### src/rtl/rs_enc_ctrl.sv
// Sequencer for the RS(255,239) encoder core: frames bytes into shortened codewords,
// passes data through with zero latency, then emits the first 2*t parity bytes from the core.
module rs_enc_ctrl #(
  parameter int KMAX = 239,
  parameter int TMAX = 8
) (
  input  logic       clk,
  input  logic       reset,
  input  logic [7:0] cfg_k,
  input  logic [3:0] cfg_t,
  output logic       cfg_err,
  input  logic       s_valid,
  output logic       s_ready,
  input  logic [7:0] s_data,
  input  logic       s_last,
  output logic       m_valid,
  input  logic       m_ready,
  output logic [7:0] m_data,
  output logic       m_parity,
  output logic       m_last,
  output logic       core_clr,
  output logic       core_en,
  output logic [7:0] core_din,
  input  logic [7:0] core_par,
  output logic       core_shift,
  output logic       busy
);

  localparam logic [7:0] KMAX_B = 8'(KMAX);
  localparam logic [3:0] TMAX_B = 4'(TMAX);

  typedef enum logic [1:0] {
    IDLE   = 2'd0,
    DATA   = 2'd1,
    PARITY = 2'd2
  } state_t;

  state_t     state_q, state_d;
  logic [7:0] k_q, k_d;
  logic [3:0] t_q, t_d;
  logic [7:0] dcnt_q, dcnt_d;
  logic [4:0] pcnt_q, pcnt_d;

  logic       cfg_ok;
  logic       data_end;
  logic       par_end;
  logic [4:0] par_last_idx;

  assign cfg_ok       = (cfg_k != 8'd0) && (cfg_k <= KMAX_B) && (cfg_t <= TMAX_B);
  assign data_end     = (dcnt_q == (k_q - 8'd1)) || s_last;
  // Only meaningful while t_q != 0, which is the only time PARITY is entered.
  assign par_last_idx = {t_q, 1'b0} - 5'd1;
  assign par_end      = (pcnt_q == par_last_idx);

  always_comb begin
    state_d    = state_q;
    k_d        = k_q;
    t_d        = t_q;
    dcnt_d     = dcnt_q;
    pcnt_d     = pcnt_q;
    cfg_err    = 1'b0;
    s_ready    = 1'b0;
    m_valid    = 1'b0;
    m_data     = 8'd0;
    m_parity   = 1'b0;
    m_last     = 1'b0;
    core_clr   = 1'b0;
    core_en    = 1'b0;
    core_din   = 8'd0;
    core_shift = 1'b0;
    busy       = (state_q != IDLE);

    case (state_q)
      IDLE: begin
        if (s_valid) begin
          if (cfg_ok) begin
            core_clr = 1'b1;
            k_d      = cfg_k;
            t_d      = cfg_t;
            dcnt_d   = 8'd0;
            pcnt_d   = 5'd0;
            state_d  = DATA;
          end else begin
            cfg_err = 1'b1;
          end
        end
      end

      DATA: begin
        m_valid  = s_valid;
        s_ready  = m_ready;
        m_data   = s_data;
        core_din = s_data;
        core_en  = s_valid && m_ready && (t_q != 4'd0);
        m_last   = s_valid && data_end && (t_q == 4'd0);
        if (s_valid && m_ready) begin
          dcnt_d = dcnt_q + 8'd1;
          if (data_end) begin
            state_d = (t_q == 4'd0) ? IDLE : PARITY;
          end
        end
      end

      PARITY: begin
        // core_par only moves on core_shift, so the beat holds under backpressure.
        m_valid    = 1'b1;
        m_data     = core_par;
        m_parity   = 1'b1;
        m_last     = par_end;
        core_shift = m_ready;
        if (m_ready) begin
          pcnt_d = pcnt_q + 5'd1;
          if (par_end) begin
            state_d = IDLE;
          end
        end
      end

      default: begin
        state_d = IDLE;
      end
    endcase

    if (reset) begin
      cfg_err    = 1'b0;
      s_ready    = 1'b0;
      m_valid    = 1'b0;
      m_data     = 8'd0;
      m_parity   = 1'b0;
      m_last     = 1'b0;
      core_clr   = 1'b0;
      core_en    = 1'b0;
      core_din   = 8'd0;
      core_shift = 1'b0;
      busy       = 1'b0;
    end
  end

  always_ff @(posedge clk) begin
    if (reset) begin
      state_q <= IDLE;
      k_q     <= 8'd0;
      t_q     <= 4'd0;
      dcnt_q  <= 8'd0;
      pcnt_q  <= 5'd0;
    end else begin
      state_q <= state_d;
      k_q     <= k_d;
      t_q     <= t_d;
      dcnt_q  <= dcnt_d;
      pcnt_q  <= pcnt_d;
    end
  end

endmodule

### config.mk
export PLATFORM = sky130hd
export DESIGN_NAME = rs_enc_ctrl
export DESIGN_NICKNAME = d
export VERILOG_FILES = /design/src/rtl/rs_enc_ctrl.sv
export SDC_FILE = /design/constraint.sdc
export NUM_CORES = 1
export LEC_CHECK = 0
export ABC_CLOCK_PERIOD_IN_PS = 2400
export BUFFER_PORTS_ARGS = -buffer_cell sky130_fd_sc_hd__buf_2
export CAP_MARGIN = 40
export CORE_UTILIZATION = 51
export DETAILED_ROUTE_END_ITERATION = 16
export GPL_TIMING_DRIVEN = 1
export PLACE_DENSITY = 0.8
export SETUP_SLACK_MARGIN = 0.15
export SYNTH_ARGS = -nofsm -noshare
export SYNTH_HDL_FRONTEND = slang
export SYNTH_SLANG_ARGS = --single-unit
### constraint.sdc
create_clock -name clk -period 2.4 [get_ports clk]
set_input_delay 0.12 -clock clk [delete_from_list [all_inputs] [get_ports clk]]
set_output_delay 0.12 -clock clk [all_outputs]
set_load 0.01 [all_outputs]
Yosys cells after proc, flatten, opt, wreduce, memory -nomap -nowiden --
Index checks and enable logic that the tools add are counted.
Storage, ports and cells: logic and storage cells 80, bits in registers 27, input port bits 33
Cells by class: reductions and logical operators 18, $lt $le $gt $ge 2, add/sub/neg operators 4, multiplexer cells 41, equality and inequality tests 10
Operator list (number):
- $mux W8 | 6
- $pmux W8 S2 | 2
- $mux W1 | 19
- $mux W5 | 3
- $mux W2 | 7
- $ne A2 B2 Y1 const B | 6
- $pmux W5 S2 | 1
- $add A8 B1 Y8 const B | 1
- $eq A8 B8 Y1 | 1
- $le A8 B8 Y1 const B | 1
- $reduce_and A4 Y1 | 2
- $reduce_bool A8 Y1 | 1
- $sub A8 B1 Y8 const B | 1
- $logic_and A1 B1 Y1 | 6
- $pmux W2 S3 | 1
- $reduce_and A6 Y1 | 1
- $reduce_bool A2 Y1 | 3
- $add A5 B1 Y5 const B | 1
- $eq A5 B5 Y1 | 1
- $sub A5 B1 Y5 const B | 1
- $le A4 B4 Y1 const B | 1
- $logic_not A4 Y1 | 1
- $pmux W1 S2 | 2
- $reduce_bool A4 Y1 | 1
- 5 further kinds | 5

Depth between registers and ports, before layout --
depth after elaboration 7, mapped depth 9, mapped depth without buffers 8

Least setup slack after synthesis --
No wires, ideal clock.
kind reg2out, start point register k_q[0], end point output m_last, arrival time 2.065 ns, cell stages (with the launch flop) 9, data required time 2.280 ns, setup slack 0.215 ns, buffers on the path 0, cells stage by stage dfxtp_1 inv_1 ha_1 or3b_2 nor3_1 xnor2_1 a41oi_2 or3_1 a21oi_1
Between the ends: longest elaborated chain between the ends 7
Ends and longest elaborated chain:
- start: declaration | RTL line 39 | logic [7:0] k_q, k_d;
- start signal: assignment | RTL line 148 | k_q <= k_d;
- $sub A8 B1 Y8 | RTL line 50 | assign data_end = (dcnt_q == (k_q - 8'd1)) || s_last;
- $eq A8 B8 Y1 | RTL line 50
- $logic_or A1 B1 Y1 | RTL line 50
- $logic_and A1 B1 Y1 (2 in series) | RTL line 95 | m_last = s_valid && data_end && (t_q == 4'd0);
- $pmux W1 S2 | RTL line 73 | case (state_q)
- $mux W1 | RTL line 124 | if (reset) begin
- end: declaration | RTL line 20 | output logic m_last,
No other way between the ends.

Worst setup path after layout --
start point register k_q[2], end point output m_last
Same word-level chain as after synthesis.

==> summary.md <==
| Metric | Value |
|---|---|
| Run status | finished, violations left |
| Failing checks | setup timing |
| Crit Reg-Reg Startpoint | k_q[2] |
| EDFF count, synth | 0 |
| Syn avg cell area | slightly above 8 um^2 |
| Slowest cell on the critical path | or4_4 |
| Fin crit share | 105% |
| Min Clock Period, post-route | 2520 ps |
| Crit-path cells | or4_4 > a2111oi_4 > or3b_1 > a41oi_2 > or3_1 > a21oi_1 > buf_2 |
| Max-cap violations | 0 |
| DIE HEIGHT | 61.6 um |
| Die ar. | 3790 um^2 |
| H-tree depth | 1 |
| Initial Util | a little over half |
| Clk sinks | 27 |
| Initial antenna violation count | 0 |
| Number of diodes | 0 |
| Syn_nets | 265 |
| Setup crit start | k_q[2] |
| Power per Cell Area | ~560 nW/um^2 |
| Fmax | 0.396 GHz |
| Total global routing overflow | 0 |
| Synth Flop Type | dfxtp_1 |
| Commonest non-fill, non-tap cells in the layout | buf_2 (57), nor2_1 (40), dfxtp_1 (21), mux2i_1 (15), nand2_1 (12) |
| DR iter-0 viols | 93 |
| Row Count | 21 |
| Routed WL | 4330 um |
| Req. time, crit path | 2280 ps |
| CP arrival | 2400 ps |
| First-pass iteration count of the detailed router | 4 |
| GRT Overall Usage | 23.2% |
| Peak supply drop | about 0.00043 V |
| Max-slew headroom | 64.6% |
| WS Path Type | flip-flop to primary output |
| CTS tree | built |
| Endpoint of the worst setup timing path | m_last |
| Final antenna-violating net count | 0 |
| Post-DP HPWL | 3330 um |
| CP Capture Type | primary output |
| Port-buffer cells | 57 |
| Pre-CTS setup slack | about 94 ps |
| Clk_lat worst skew | 320 ps |
| CTS Buf Count | 3 |
| Core Box Area | roughly 3400 um^2 |
| R2R Path End | state_q[1] |
| # setup viols final | 1 |
| # DRC | 0 |
| First-pass GRT wire length | 6600 um |
| Most common cell after layout, fill and taps aside | buf_2 |
| Worst-path clk slew | about 150 ps |
| Post-synthesis cell count | 225 |
| Area delta synth->final | 25.5% |
| RSZ-0062 raised after global routing | yes |
| Synth unique cells | 39 |
| Netlist Area Pre-Place | 1810 um^2 |
| Vias in the first global route | 1499 |
| Top fanout value on the critical path | 3 |
| Hold path startpoint | cfg_k[0] |
| Total power | 1.27 mW |
| Seq/Total Area, Yosys | ~30% |
| Max Transition Viols Final | 0 |
| Root Driver | clkbuf_4 |
| Reg2Reg Depth | 6 |
| Crit path launch type | flip-flop |
| Worst setup margin | -123 ps |
| DR vias | 1832 |
| Skew final | approximately 5.2 ps |
| Hold WC Path Type | input port to flip-flop |
| GP Congestion | 0.830 |
| Layout Nets | about 330 |
| Ys async rst share | 0% |
| Worst Max-Slew Pin Slew | 529 ps |
| Pleak | a little under 1 nW |
| Clk buf depth | 2 |
| Via density | ~5.5 |
| IO Pins | between 50 and 60 |
| WL/cell | 13.1 um |
| Final Hold Fails | 0 |
| R2R Setup Slk | ~240 ps |
| Width of the die | roughly 62 um |
| Largest net degree at the start of global routing | 31 |
| Synth warn | 0 |
| Share of cells above drive strength 1 | ~31% |
| Largest stage delay on the critical path | 570 ps |
| Synthesized flop and latch total | 27 |
kinds of logic after synthesis:
kind of cell | synth area share (%)
and+or+nand+nor | 27.6
muxes | 8.91
buffers and inverters | 4.07
adders and majority gates | 4.83
xor gates and xnor gates | 10.2
AOI/OAI and AO/OA | 14.6
DFF | 29.8
how the worst min path moves through the flow:
stage | cells past startpoint | slack, ps | endpoint
final | 3 | 30 | k_q[0]
after global routing | 3 | 20 | t_q[2]
after CTS | 3 | 20 | k_q[0]
after detailed placement | 3 | 380 | t_q[2]
after global placement | 3 | 370 | t_q[3]
after floorplan | 2 | 270 | k_q[2]
per-layer routing:
metal  global-route usage (%)  part of all wire, %
met2                     37.6                   49
met5                        0                    0
met3                     5.04                  4.2
met4                     2.54                 0.79
met1                     32.5                   46
state kept, by name, summed over array words and instances, names as in the netlist:
register	cells
k_q	8
dcnt_q	8
state_q	2
pcnt_q	5
t_q	4
final cells by class:
| cell class | instances | area, um^2 |
|---|---|---|
| multi-input cells | 179 | 1250 |
| fillers | 300 | 1090 |
| flip-flops and latches | 27 | 551 |
| repair buffers | 64 | 342 |
| well taps | 46 | 57.6 |
| inverters | 11 | 41.3 |
| clock buffers | 3 | 22.5 |
| clock inverters | 1 | 5.00 |
report_power, final:
group	switching, mW	total, mW	internal (mW)	leakage, nW
clock network	0.134	0.197	0.0625	0.0177
registers	0.0325	0.510	0.478	0.222
logic	0.316	0.567	0.251	0.753
total	0.482	1.27	0.791	0.992
synth_stat cells, types with 7 or more instances:
library cell	instances	area (um^2)
nor2_1	40	150
dfxtp_1	27	541
mux2i_1	15	150
nand2_1	12	45.0
a22oi_1	11	82.6
and2_1	11	68.8
inv_1	11	41.3
xor2_1	11	96.3
xnor2_1	10	87.6
a21oi_1	8	40.0
ha_1	7	87.6
nand2b_1	7	43.8
what timing repair did:
item                                    4_1_cts  5_1_grt
hold buffers                                  0        0
gates resized for setup                      12        7
pin swaps                                     4        1
endpoints found under the setup margin        3       13
buffers inserted                              2        0
through the flow:
stage               hold slack [ps]  TNS (ps)  utilization, %  cells  cell area (um^2)
detailed placement              381         0            64.2    325              2160
global placement                373         0            64.2    325              2160
global route                   20.6      -266            67.6    331              2270
finish                         33.2      -123            67.6    331              2270
CTS                            24.7      -121            66.7    331              2240
floorplan                       267         0               -    225              1810
worst max-delay path, delay by kind of cell, from the launching register on:
| kind | cells | cell delay (ps) |
|---|---|---|
| simple gates | 3 | 1100 |
| compound gates | 3 | 460 |
| flops | 1 | 370 |
| buf+inv | 1 | 150 |
Power figures use the tool's default switching activity.
